$ cat src/rtl/cpu_mem_pkg.sv
// rtl/cpu_mem_pkg.sv - shared types and defaults for the CPU memory arbiter
package cpu_mem_pkg;

    localparam int AW_DEF  = 8;
    localparam int DW_DEF  = 8;
    localparam int LAT_DEF = 2;

    typedef enum logic [1:0] {
        IDLE   = 2'd0,
        ACCESS = 2'd1,
        WAIT   = 2'd2,
        DONE   = 2'd3
    } state_t;

    typedef enum logic {
        OWN_IF = 1'b0,
        OWN_D  = 1'b1
    } owner_t;

    // Latency counter width: enough to hold LAT, never narrower than one bit.
    function automatic int cnt_width(input int lat);
        int w;
        w = $clog2(lat + 1);
        return (w < 1) ? 1 : w;
    endfunction

endpackage

$ cat src/rtl/rr_arb2.sv
// rtl/rr_arb2.sv - combinational two-way round-robin pick
module rr_arb2
    import cpu_mem_pkg::*;
(
    input  logic [1:0] req,
    input  logic       last_grant,
    output logic       gnt_valid,
    output logic       winner
);

    // req[0] is IF, req[1] is D; on contention the side that did not win last time goes
    always_comb begin
        gnt_valid = |req;
        if (&req) begin
            winner = ~last_grant;
        end else begin
            winner = req[1];
        end
    end

endmodule

$ cat src/rtl/cpu_mem_arbiter.sv
// rtl/cpu_mem_arbiter.sv - shares the single-port CPU memory between fetch and load/store
module cpu_mem_arbiter
    import cpu_mem_pkg::*;
#(
    parameter int AW  = AW_DEF,
    parameter int DW  = DW_DEF,
    parameter int LAT = LAT_DEF
) (
    input  logic          clk,
    input  logic          reset_n,
    input  logic          if_req,
    input  logic [AW-1:0] if_addr,
    output logic          if_ack,
    output logic [DW-1:0] if_rdata,
    input  logic          d_req,
    input  logic          d_we,
    input  logic [AW-1:0] d_addr,
    input  logic [DW-1:0] d_wdata,
    output logic          d_ack,
    output logic [DW-1:0] d_rdata,
    output logic          mem_en,
    output logic          mem_we,
    output logic [AW-1:0] mem_addr,
    output logic [DW-1:0] mem_wdata,
    input  logic [DW-1:0] mem_rdata,
    output logic          busy,
    output logic          last_grant
);

    localparam int CW = cnt_width(LAT);

    state_t        state_q, state_d;
    logic [CW-1:0] cnt_q, cnt_d;
    owner_t        owner_q, owner_d;
    logic [AW-1:0] addr_q, addr_d;
    logic          we_q, we_d;
    logic [DW-1:0] wdata_q, wdata_d;
    logic          last_grant_q, last_grant_d;
    logic          if_ack_q, if_ack_d;
    logic          d_ack_q, d_ack_d;
    logic [DW-1:0] if_rdata_q, if_rdata_d;
    logic [DW-1:0] d_rdata_q, d_rdata_d;
    logic          busy_q, busy_d;

    logic          gnt_valid;
    logic          winner;

    rr_arb2 u_rr_arb2 (
        .req        ({d_req, if_req}),
        .last_grant (last_grant_q),
        .gnt_valid  (gnt_valid),
        .winner     (winner)
    );

    // Next-state logic: grant, issue, wait out the memory latency, acknowledge
    always_comb begin
        state_d      = state_q;
        cnt_d        = cnt_q;
        owner_d      = owner_q;
        addr_d       = addr_q;
        we_d         = we_q;
        wdata_d      = wdata_q;
        last_grant_d = last_grant_q;
        if_ack_d     = 1'b0;
        d_ack_d      = 1'b0;
        if_rdata_d   = if_rdata_q;
        d_rdata_d    = d_rdata_q;

        case (state_q)
            IDLE: begin
                if (gnt_valid) begin
                    owner_d      = owner_t'(winner);
                    addr_d       = winner ? d_addr : if_addr;
                    we_d         = winner ? d_we : 1'b0;
                    wdata_d      = winner ? d_wdata : '0;
                    last_grant_d = winner;
                    state_d      = ACCESS;
                end
            end
            ACCESS: begin
                cnt_d   = CW'(LAT - 1);
                state_d = WAIT;
            end
            WAIT: begin
                if (cnt_q == '0) begin
                    if (!we_q) begin
                        if (owner_q == OWN_IF) begin
                            if_rdata_d = mem_rdata;
                        end else begin
                            d_rdata_d = mem_rdata;
                        end
                    end
                    if_ack_d = (owner_q == OWN_IF);
                    d_ack_d  = (owner_q == OWN_D);
                    state_d  = DONE;
                end else begin
                    cnt_d = cnt_q - CW'(1);
                end
            end
            DONE: begin
                state_d = IDLE;
            end
            default: begin
                state_d = IDLE;
            end
        endcase

        busy_d = (state_d != IDLE);
    end

    // State and registered outputs; reset aborts any access in flight
    always_ff @(posedge clk or negedge reset_n) begin
        if (!reset_n) begin
            state_q      <= IDLE;
            cnt_q        <= '0;
            owner_q      <= OWN_IF;
            addr_q       <= '0;
            we_q         <= 1'b0;
            wdata_q      <= '0;
            last_grant_q <= 1'b1;
            if_ack_q     <= 1'b0;
            d_ack_q      <= 1'b0;
            if_rdata_q   <= '0;
            d_rdata_q    <= '0;
            busy_q       <= 1'b0;
        end else begin
            state_q      <= state_d;
            cnt_q        <= cnt_d;
            owner_q      <= owner_d;
            addr_q       <= addr_d;
            we_q         <= we_d;
            wdata_q      <= wdata_d;
            last_grant_q <= last_grant_d;
            if_ack_q     <= if_ack_d;
            d_ack_q      <= d_ack_d;
            if_rdata_q   <= if_rdata_d;
            d_rdata_q    <= d_rdata_d;
            busy_q       <= busy_d;
        end
    end

    // Memory bus is driven only in the issue cycle and is all-zero otherwise
    always_comb begin
        mem_en    = (state_q == ACCESS);
        mem_we    = mem_en ? we_q : 1'b0;
        mem_addr  = mem_en ? addr_q : '0;
        mem_wdata = mem_en ? wdata_q : '0;
    end

    assign if_ack     = if_ack_q;
    assign d_ack      = d_ack_q;
    assign if_rdata   = if_rdata_q;
    assign d_rdata    = d_rdata_q;
    assign busy       = busy_q;
    assign last_grant = last_grant_q;

endmodule

$ cat config.mk
export PLATFORM = sky130hd
export DESIGN_NAME = cpu_mem_arbiter
export DESIGN_NICKNAME = d
export VERILOG_FILES = /design/src/rtl/cpu_mem_pkg.sv /design/src/rtl/rr_arb2.sv /design/src/rtl/cpu_mem_arbiter.sv
export SDC_FILE = /design/constraint.sdc
export NUM_CORES = 1
export LEC_CHECK = 0
export CORE_MARGIN = 1.5
export CORE_UTILIZATION = 34
export CTS_CLUSTER_DIAMETER = 30
export DETAILED_ROUTE_END_ITERATION = 8
export GPL_ROUTABILITY_DRIVEN = 0
export GPL_TIMING_DRIVEN = 0
export HOLD_SLACK_MARGIN = 0.02
export PLACE_DENSITY_LB_ADDON = 0.15
export SLEW_MARGIN = 10
export SYNTH_ARGS = -nofsm -noshare
export SYNTH_HDL_FRONTEND = slang
export SYNTH_HIERARCHICAL = 1
export SYNTH_SLANG_ARGS = --single-unit
$ cat constraint.sdc
create_clock -name clk -period 2 [get_ports clk]
set_input_delay 0.3 -clock clk [delete_from_list [all_inputs] [get_ports clk]]
set_output_delay 0.3 -clock clk [all_outputs]
set_load 0.05 [all_outputs]
==> metrics <==
status finished clean; die height 77.7 um; CTS tree yes; CTS H-tree lvls 2; Slew headroom between 60% and 70%; final period utilization roughly 100%; critical path buffer and inverter count 1; Post-Syn Instances 166; total clock sinks 42; Setup Crit Path Kind flop to output port; CP cell instances clkdlybuf4s50_1; Leakage between 1 and 1.5 nW; clk_skew 0.00657 ns; Slew @ Worst Pin 0.555 ns; TritonCTS Buffers 5; most common library cell in the layout ignoring fill and taps clkdlybuf4s50_1; Worst VDD drop roughly 0.00071 V; IO Port Bufs 74; largest net degree at the start of global routing 23; Worst-Skew Late Latency 0.29 ns; Worst Hold Margin approximately 0.46 ns; FF+latch count, synth 42; final core occ ~52%; IO Pins 75; antenna viol nets, final 0; most frequent cells in the layout clkdlybuf4s50_1 (55), dfrtp_1 (41), nand2_1 (33); # setup viols final 0; worst-case clock buffer depth 2; vias in the first global route 1480; die width 77.7 um; layout cell share with drive strength beyond 1 between 20% and 30%; cell taking the most area after synthesis dfrtp_1; required time worst endpoint 1.70 ns; Crit Path Max Fanout 3; final net count between 200 and 300; Slew Viols, Final 0; setup TNS 0 ns; clock-pin slew on the worst setup and hold paths 0.08 ns; max_cap viols 0; clock root cell clkbuf_8; global-route wire length before repair between 7000 and 8000 um; Detailed Place HPWL 3000 um; Starting DRT DRC Count 41; Crit-path slowest cell clkdlybuf4s50_1; Total GRT Usage between 10% and 20%; row cnt 27; Arr. time, crit path between 1.5 and 2 ns; DRC viols 0; via count between 1000 and 1500; detailed-route wire length 4020 um; WL/cell 12.5 um; initial antenna violation count 0; Area Growth Syn to Fin 48.9%; drt first pass iters 4; startpoint types flop; power per cell area between 1500 and 2000 mW/mm2; number of vias per cell between 4 and 5; RSZ-0062 raised after global routing yes; Synth top area share 54.0%; min Tclk post-route slightly below 2 ns; synth top area cells dfrtp_1 (54%), nand2_1 (6.5%), mux2_4 (6.3%); Critical Path Max Stage Delay 0.80 ns; Final Hold Vio Count 0; Core Area 0.00544 mm2; CP endpoint kind output port; Netlist Area Pre-Place 0.00190 mm2; Seq/Total Area, Yosys about 55%; Max Clock Freq approximately 500 MHz; Die ar. ~0.006 mm2; Crit path max-delay family buffers and inverters; count of different cell masters after synthesis 25; antenna cells 0; number of synthesis warnings 6; Worst Hold Class flop to flop; initial core utilization around a third; Mean Syn Cell Area between 10 and 15 um2; total gr overflow 0; Mapped Nets between 200 and 250
synthesized netlist by cell type:
| cell type | instances |
|---|---|
| dfrtp_1 | 41 |
| nand2_1 | 33 |
| and2_1 | 18 |
| mux2i_1 | 10 |
| nand3_1 | 9 |
| o21ai_0 | 9 |
| mux2_2 | 8 |
| mux2_4 | 8 |
| clkbuf_1 | 5 |
| ha_1 | 5 |
| inv_1 | 4 |
| nor2_1 | 3 |
| a21boi_1 | 1 |
| a21oi_1 | 1 |
| a22o_2 | 1 |
| a2bb2oi_1 | 1 |
| and3_4 | 1 |
| buf_2 | 1 |
| buf_6 | 1 |
| dfstp_2 | 1 |
| nand2_2 | 1 |
| nand2b_2 | 1 |
| nor3_4 | 1 |
| or2_1 | 1 |
| or2_2 | 1 |
worst paths after layout:
kind                            start          end  slack, ns  depth (start not counted)
setup / recovery           last_grant   last_grant       0.04                          1
hold / removal             wdata_q[3]   wdata_q[3]       0.46                          2
setup reg to reg           state_q[0]  if_rdata[4]       0.21                          6
hold reg to reg            wdata_q[3]   wdata_q[3]       0.46                          2
max in group asynchronous     reset_n   last_grant       0.90                          3
min in group asynchronous     reset_n   d_rdata[5]       0.53                          2
logic make-up after synthesis:
family | synth area share [%]
adder cells (fa/ha/maj) | 3.29
flip-flops | 55.4
buffers and inverters | 2.63
AND/OR/NAND/NOR | 18.3
AO/OA/AOI/OAI | 4.02
multiplexers | 16.3
area by class of cell:
class                   count  area (um2)
repair buffers             77         732
well taps                  72        90.1
multi-input cells         113         810
fillers                   512        2610
flip-flops and latches     42        1050
inverters                   4        15.0
clock inverters             1        5.00
plain buffers               7        38.8
clock buffers               7        86.3
report_power, final:
group          total [mW]  switching [mW]  internal [mW]
sequential           1.50           0.225           1.27
clock               0.556           0.277          0.278
combinational        2.57            1.59          0.984
per-stage QoR:
stage / power (mW) / std cells / setup slack, ns / cell area (um2)
after floorplan: 3.28 / 166 / 0.169 / 1900
after global placement: 4.08 / 312 / -0.538 / 2730
after detailed placement: 4.13 / 313 / -0.421 / 2760
after CTS: 4.66 / 322 / 0.000451 / 2820
after global routing: 4.94 / 323 / -0.0208 / 2830
final: 4.63 / 323 / 0.0399 / 2830
flip-flops by register name (all words and copies together) (netlist names):
signal,flops
addr_q,8
d_rdata,8
if_rdata,8
wdata_q,8
cnt_q,2
state_q,2
busy,1
d_ack,1
if_ack,1
last_grant,1
owner_q,1
we_q,1
layer usage:
metal | part of all wire, % | global-route usage, % | vias to the layer above
met3 | 8.2 | 5.88 | 6
met4 | 1.2 | 3.82 | 0
met5 | 0 | 0 | -
met2 | 47 | 24.0 | 57
met1 | 44 | 19.1 | 664
li1 | - | - | 715
what timing repair did:
item                       in CTS  in global routing
buffers inserted                0                  1
setup endpoints to repair      18                 18
resized for setup              66                 20
pin swaps                       0                  1
hold endpoints to repair       21                  0
cloned                          0                  0
hold buffers                    1                  0
(Power assumes the default switching activity.)
